## src/rtl/pd_gpio_edge_irq_if.sv

```systemverilog
// Avalon-MM slave bus bundle for the pd_gpio_edge_irq register file.
interface pd_gpio_edge_irq_if;
    logic [2:0]  address;
    logic        chipselect;
    logic        write_n;
    logic [31:0] writedata;
    logic [31:0] readdata;

    modport master (output address, chipselect, write_n, writedata, input readdata);
    modport slave  (input address, chipselect, write_n, writedata, output readdata);
endinterface

```

## src/rtl/pd_gpio_edge_irq.sv

```systemverilog
// GPIO port with set/clear output aliases, direction register, synchronised and
// optionally debounced inputs, per-bit rise/fall edge capture and a masked irq.

// Per-channel input path: synchroniser, optional debounce, edge detect.
module pd_gpio_edge_irq_bit #(
    parameter int SYNC_STAGES     = 2,
    parameter int DEBOUNCE_CYCLES = 0
) (
    input  logic clk,
    input  logic reset,
    input  logic in_bit,
    output logic filt,
    output logic rise,
    output logic fall
);
    logic [SYNC_STAGES-1:0] sync;
    logic                   s;
    logic                   filt_d;

    // Shift chain; sync[0] takes the raw pin, the last stage feeds the filter.
    always_ff @(posedge clk or posedge reset) begin
        if (reset) sync <= '0;
        else       sync <= {sync[SYNC_STAGES-2:0], in_bit};
    end

    assign s = sync[SYNC_STAGES-1];

    generate
        if (DEBOUNCE_CYCLES == 0) begin : g_nodb
            // Filter bypassed: filt simply follows the synchronised input.
            always_ff @(posedge clk or posedge reset) begin
                if (reset) filt <= 1'b0;
                else       filt <= s;
            end
        end else begin : g_db
            localparam logic [15:0] LAST = 16'(DEBOUNCE_CYCLES - 1);
            logic [15:0] cnt;

            // filt only follows s after s has disagreed for N consecutive edges.
            always_ff @(posedge clk or posedge reset) begin
                if (reset) begin
                    filt <= 1'b0;
                    cnt  <= '0;
                end else if (s == filt) begin
                    cnt <= '0;
                end else if (cnt == LAST) begin
                    filt <= s;
                    cnt  <= '0;
                end else begin
                    cnt <= cnt + 16'd1;
                end
            end
        end
    endgenerate

    // One-cycle delayed copy of filt for edge detection.
    always_ff @(posedge clk or posedge reset) begin
        if (reset) filt_d <= 1'b0;
        else       filt_d <= filt;
    end

    assign rise = filt & ~filt_d;
    assign fall = ~filt & filt_d;
endmodule

module pd_gpio_edge_irq #(
    parameter int               WIDTH           = 32,
    parameter int               SYNC_STAGES     = 2,
    parameter int               DEBOUNCE_CYCLES = 0,
    parameter logic [WIDTH-1:0] RESET_OUT       = '0
) (
    input  logic                 clk,
    input  logic                 reset,
    pd_gpio_edge_irq_if.slave    bus,
    input  logic [WIDTH-1:0]     in_port,
    output logic [WIDTH-1:0]     out_port,
    output logic [WIDTH-1:0]     out_oe,
    output logic                 irq
);
    localparam logic [2:0] A_DATA = 3'd0, A_DIR  = 3'd1, A_MASK = 3'd2, A_CAP  = 3'd3,
                           A_SET  = 3'd4, A_CLR  = 3'd5, A_RISE = 3'd6, A_FALL = 3'd7;

    logic [WIDTH-1:0] data_out, dir, irq_mask, edge_capture, rise_en, fall_en;
    logic [WIDTH-1:0] filt, rise, fall, events, wd, rd_mux;
    logic             wr;

    pd_gpio_edge_irq_bit #(
        .SYNC_STAGES     (SYNC_STAGES),
        .DEBOUNCE_CYCLES (DEBOUNCE_CYCLES)
    ) u_bit [WIDTH-1:0] (
        .clk    (clk),
        .reset  (reset),
        .in_bit (in_port),
        .filt   (filt),
        .rise   (rise),
        .fall   (fall)
    );

    assign wr     = bus.chipselect & ~bus.write_n;
    assign wd     = bus.writedata[WIDTH-1:0];
    assign events = (rise & rise_en) | (fall & fall_en);

    // Control registers; OUTSET/OUTCLR are read-modify-write aliases of data_out.
    always_ff @(posedge clk or posedge reset) begin
        if (reset) begin
            data_out <= RESET_OUT;
            dir      <= '0;
            irq_mask <= '0;
            rise_en  <= '0;
            fall_en  <= '1;
        end else if (wr) begin
            case (bus.address)
                A_DATA:  data_out <= wd;
                A_DIR:   dir      <= wd;
                A_MASK:  irq_mask <= wd;
                A_SET:   data_out <= data_out | wd;
                A_CLR:   data_out <= data_out & ~wd;
                A_RISE:  rise_en  <= wd;
                A_FALL:  fall_en  <= wd;
                default: ;
            endcase
        end
    end

    // Sticky flags: W1C is applied first so a simultaneous new edge survives.
    always_ff @(posedge clk or posedge reset) begin
        if (reset) begin
            edge_capture <= '0;
        end else begin
            edge_capture <= (edge_capture & ~((wr && bus.address == A_CAP) ? wd : '0)) | events;
        end
    end

    // Read mux on pre-write register state.
    always_comb begin
        rd_mux = '0;
        case (bus.address)
            A_DATA:  rd_mux = filt;
            A_DIR:   rd_mux = dir;
            A_MASK:  rd_mux = irq_mask;
            A_CAP:   rd_mux = edge_capture;
            A_RISE:  rd_mux = rise_en;
            A_FALL:  rd_mux = fall_en;
            default: rd_mux = '0;
        endcase
    end

    // Registered read data, updated every cycle regardless of chipselect.
    always_ff @(posedge clk or posedge reset) begin
        if (reset) bus.readdata <= '0;
        else       bus.readdata <= 32'(rd_mux);
    end

    assign out_port = data_out;
    assign out_oe   = dir;
    assign irq      = |(edge_capture & irq_mask);
endmodule
```

## src/flat_wrapper.sv

```systemverilog
// flat-port wrapper written by rule: the top's interface ports become plain ports
module pd_gpio_edge_irq_flat 
#(
    parameter int               WIDTH           = 32,
    parameter int               SYNC_STAGES     = 2,
    parameter int               DEBOUNCE_CYCLES = 0,
    parameter logic [WIDTH-1:0] RESET_OUT       = '0
)
  (clk, reset, in_port, out_port, out_oe, irq, bus_address, bus_chipselect, bus_write_n, bus_writedata, bus_readdata);
  pd_gpio_edge_irq_if bus_i ();
  input  logic clk;
  input  logic reset;
  input  logic [WIDTH-1:0] in_port;
  output logic [WIDTH-1:0] out_port;
  output logic [WIDTH-1:0] out_oe;
  output logic irq;
  input wire logic [$bits(bus_i.address)-1:0] bus_address;
  input wire logic [$bits(bus_i.chipselect)-1:0] bus_chipselect;
  input wire logic [$bits(bus_i.write_n)-1:0] bus_write_n;
  input wire logic [$bits(bus_i.writedata)-1:0] bus_writedata;
  output wire logic [$bits(bus_i.readdata)-1:0] bus_readdata;
  assign bus_i.address = bus_address;
  assign bus_i.chipselect = bus_chipselect;
  assign bus_i.write_n = bus_write_n;
  assign bus_i.writedata = bus_writedata;
  assign bus_readdata = bus_i.readdata;
  pd_gpio_edge_irq #(.WIDTH(WIDTH), .SYNC_STAGES(SYNC_STAGES), .DEBOUNCE_CYCLES(DEBOUNCE_CYCLES), .RESET_OUT(RESET_OUT)) u_core (.clk(clk), .reset(reset), .bus(bus_i), .in_port(in_port), .out_port(out_port), .out_oe(out_oe), .irq(irq));
endmodule
```

## config.mk

```make
export PLATFORM = sky130hd
export DESIGN_NAME = pd_gpio_edge_irq_flat
export DESIGN_NICKNAME = d
export VERILOG_FILES = /design/src/rtl/pd_gpio_edge_irq_if.sv /design/src/rtl/pd_gpio_edge_irq.sv /design/src/flat_wrapper.sv
export SDC_FILE = /design/constraint.sdc
export NUM_CORES = 1
export LEC_CHECK = 0
export CAP_MARGIN = 10
export CORE_ASPECT_RATIO = 0.8
export CORE_MARGIN = 5
export CORE_UTILIZATION = 30
export DETAILED_ROUTE_END_ITERATION = 16
export PLACE_DENSITY = 0.57
export SYNTH_ARGS = -nofsm -noshare
export SYNTH_HDL_FRONTEND = slang
export SYNTH_HIERARCHICAL = 1
export SYNTH_SLANG_ARGS = --single-unit
```

## constraint.sdc

```tcl
create_clock -name clk -period 12 [get_ports clk]
set_input_delay 2.4 -clock clk [delete_from_list [all_inputs] [get_ports clk]]
set_output_delay 2.4 -clock clk [all_outputs]
set_load 0.005 [all_outputs]
```

==> results.yml <==
setup_path:
  rrSetupSlack_ps: 10970
  end_kind: "flop"
  startpoint: "bus_write_n"
  arrival_ps: 5460
  r2r-start: "u_core/u_bit[21]/filt$_DFF_PP0_"
  worstPathMaxFanout: 36
  worst_setup_path_start_kind: "input pin"
  r2r_cells: 2
  cp.required_ps: 12410
  rr_endpoint: "u_core/edge_capture[21]$_DFF_PP0_"
  critPathKind: "in -> reg"
timing:
  setup_viol: 0
  post-route-min-period_ps: 5050
  whs_ps: 337
  rsz0062_at_grt: "false"
  worstMarginPinSlew_ps: 1220
  slew_violations: 0
  fin_setup_tns_ps: 0
  maxSlewHeadroom: 0.185
  fmax_mhz: 198
  fin_crit_sh: 0.421
  hold_viol: 0
  finClkSkew_ps: 18.5
route:
  viasPerCell: 4.96
  vias: 8678
  routed_wl_mm: 39.3
  drt-initial-drc-count: 581
  post-route-drc-count: 0
  drt.antenna.violating_nets: 0
  wl_per_cell_um: 22.5
  dr.pass1.iters: 5
place:
  io_buffers: 167
  gp_congestion: 0.782
  post-place-cells: 1683
  dpl_cell_area_um2: 15900
  place_hpwl_mm: 25.0
clock_network:
  clk_latency_ps: 530
  cts.htree.levels: 2
  cts_max_path_buffers: 3
  cts-root-buf: "clkbuf_16"
  numCtsBuffers: 37
  cts_hold_buf: 0
  cts.sinks: 352
  cts_setup_buffers: 0
  cts_resized: 0
  clk_pin_slew_worst_paths_ps: 60
  tritoncts: "yes"
die:
  die_w_um: 248
  die_h_um: 200
  start_util: 0.305
  coreArea_um2: 44600
  io_pins: 168
  die_area_um2: 49700
  fp-row-count: 69
hold_path:
  min-delay-start: "u_core/u_bit[19]/sync[1]$_DFF_PP0_"
  min_path_type: "reg -> reg"
  min_path_cells: 0
  hold-path-endpoint: "u_core/u_bit[19]/filt$_DFF_PP0_"
logic_synthesis:
  synth_area_per_cell_um2: 14.2
  syn_area_um2: 13600
  syn_nets: 1029
  yosys_warnings: 6
  yosysSeqAreaShare: 0.650
  ys_ff_latch: 352
  ys_types: 28
  syn_inst: 958
global_routing:
  overflow: 0
  grt_max_degree: 90
  grt_first_pass_wirelength_mm: 59.9
  grt_pass1_vias: 9045
  grt_use_total: 0.156
  antenna_found_initial: 1
cells_and_area:
  nNetsFinal: 1190
  fin_cells: 1751
  final_cell_mix: "dfrtp_1, clkdlybuf4s50_1, a22oi_1, mux2_2, inv_1"
  final_common_cell: "dfrtp_1"
  n_antenna_cell: 0
  stdcell_area_um2: 17200
  drive_gt1_frac: 0.227
  syn2layout_area_growth_pct: 26.2
  filler_cell_count: 4196
power:
  power.total_mw: 3.21
  ir_drop_uv: 90.2
  cellPowerDensity_nw_per_um2: 187
  p_leak_nw: 7.43
flow_run:
  drv.max_cap_violation_count: 0
status:
  outcome: "finished, final reports clean"
[area by class of cell]
type                       count  area, µm²  share of cell area
inverter                      65        251              0.0146
clock buffer                  56       1100              0.0640
tap                          603        754              0.0439
sequential                   352       8850               0.515
clock inverter                12        200              0.0117
multi-input combinational    484       4270               0.248
timing repair buffer         179       1760               0.102
[cells in the mapped netlist (all sizes together)]
cell,n,area share
nor2b,34,0.016
a22oi,112,0.062
a31oi,32,0.015
a22o,32,0.021
mux2,128,0.11
nand4,4,0.0018
nand3,32,0.012
or4,1,0.00055
o211ai,32,0.018
clkbuf,31,0.0086
dfstp,32,0.062
a221o,32,0.024
nand2b,2,0.00092
nand2,2,0.00055
inv,65,0.018
buf,26,0.013
and2b,32,0.021
nor3b,3,0.0032
and3,1,0.00046
dfrtp,320,0.59
and2,2,0.00092
nor3,1,0.00037
and3b,2,0.0013
[state kept, by name, indices dropped and copies added (netlist names)]
| signal | count |
|---|---|
| u_core/out_oe | 32 |
| u_core/irq_mask | 32 |
| u_core/fall_en | 32 |
| u_core/u_bit/sync | 64 |
| u_core/rise_en | 32 |
| u_core/out_port | 32 |
| u_core/edge_capture | 32 |
| u_core/u_bit/filt_d | 32 |
| u_core/u_bit/filt | 32 |
| u_core/bus.readdata | 32 |
[through the flow]
| stage | utilization | worst slack (ps) |
|---|---|---|
| final | 0.385 | 6950 |
| after floorplan | - | 3520 |
| after CTS | 0.385 | 6950 |
| after global routing | 0.385 | 6710 |
| after global placement | 0.356 | 6440 |
| after detailed placement | 0.356 | 6390 |
[routing by layer]
metal  vias up  routed length [µm]  track usage
li1       3853                   -            -
met1      4516               18700        0.232
met2       255               17700        0.236
met3        52                2330       0.0343
met4         2                 623       0.0325
met5         -                  12            0
[worst max path at each step]
stage / cells after the start / slack, ps / end
after floorplan: 1 / 3520 / u_core/bus.readdata[0]$_DFF_PP0_
after CTS: 4 / 6950 / u_core/out_oe[27]$_DFFE_PP0P_
final: 4 / 6950 / u_core/out_oe[27]$_DFFE_PP0P_
after global routing: 4 / 6710 / u_core/irq_mask[28]$_DFFE_PP0P_
after detailed placement: 4 / 6390 / u_core/out_oe[27]$_DFFE_PP0P_
after global placement: 4 / 6440 / u_core/out_oe[25]$_DFFE_PP0P_
[where the power goes]
part	total (mW)	internal, mW	switching, mW	leakage [nW]
Combinational	0.460	0.275	0.185	2.68
Sequential	1.52	1.38	0.143	4.13
Clock	1.22	0.744	0.479	0.624
Total	3.21	2.40	0.806	7.43
[kinds of logic (layout without fill, tap and decap cells)]
family | Yosys count | count (layout) | synth area share
compound gates | 240 | 240 | 0.138
buf+inv | 122 | 312 | 0.0392
flops | 352 | 352 | 0.650
mux | 128 | 128 | 0.114
simple gates | 116 | 116 | 0.0581
[worst max-delay path: stages]
cell             delay [ps]
clkdlybuf4s50_1         490
nor2b_4                 970
nand2_2                 970
mux2_1                  600
Power figures use the tool's default switching activity.
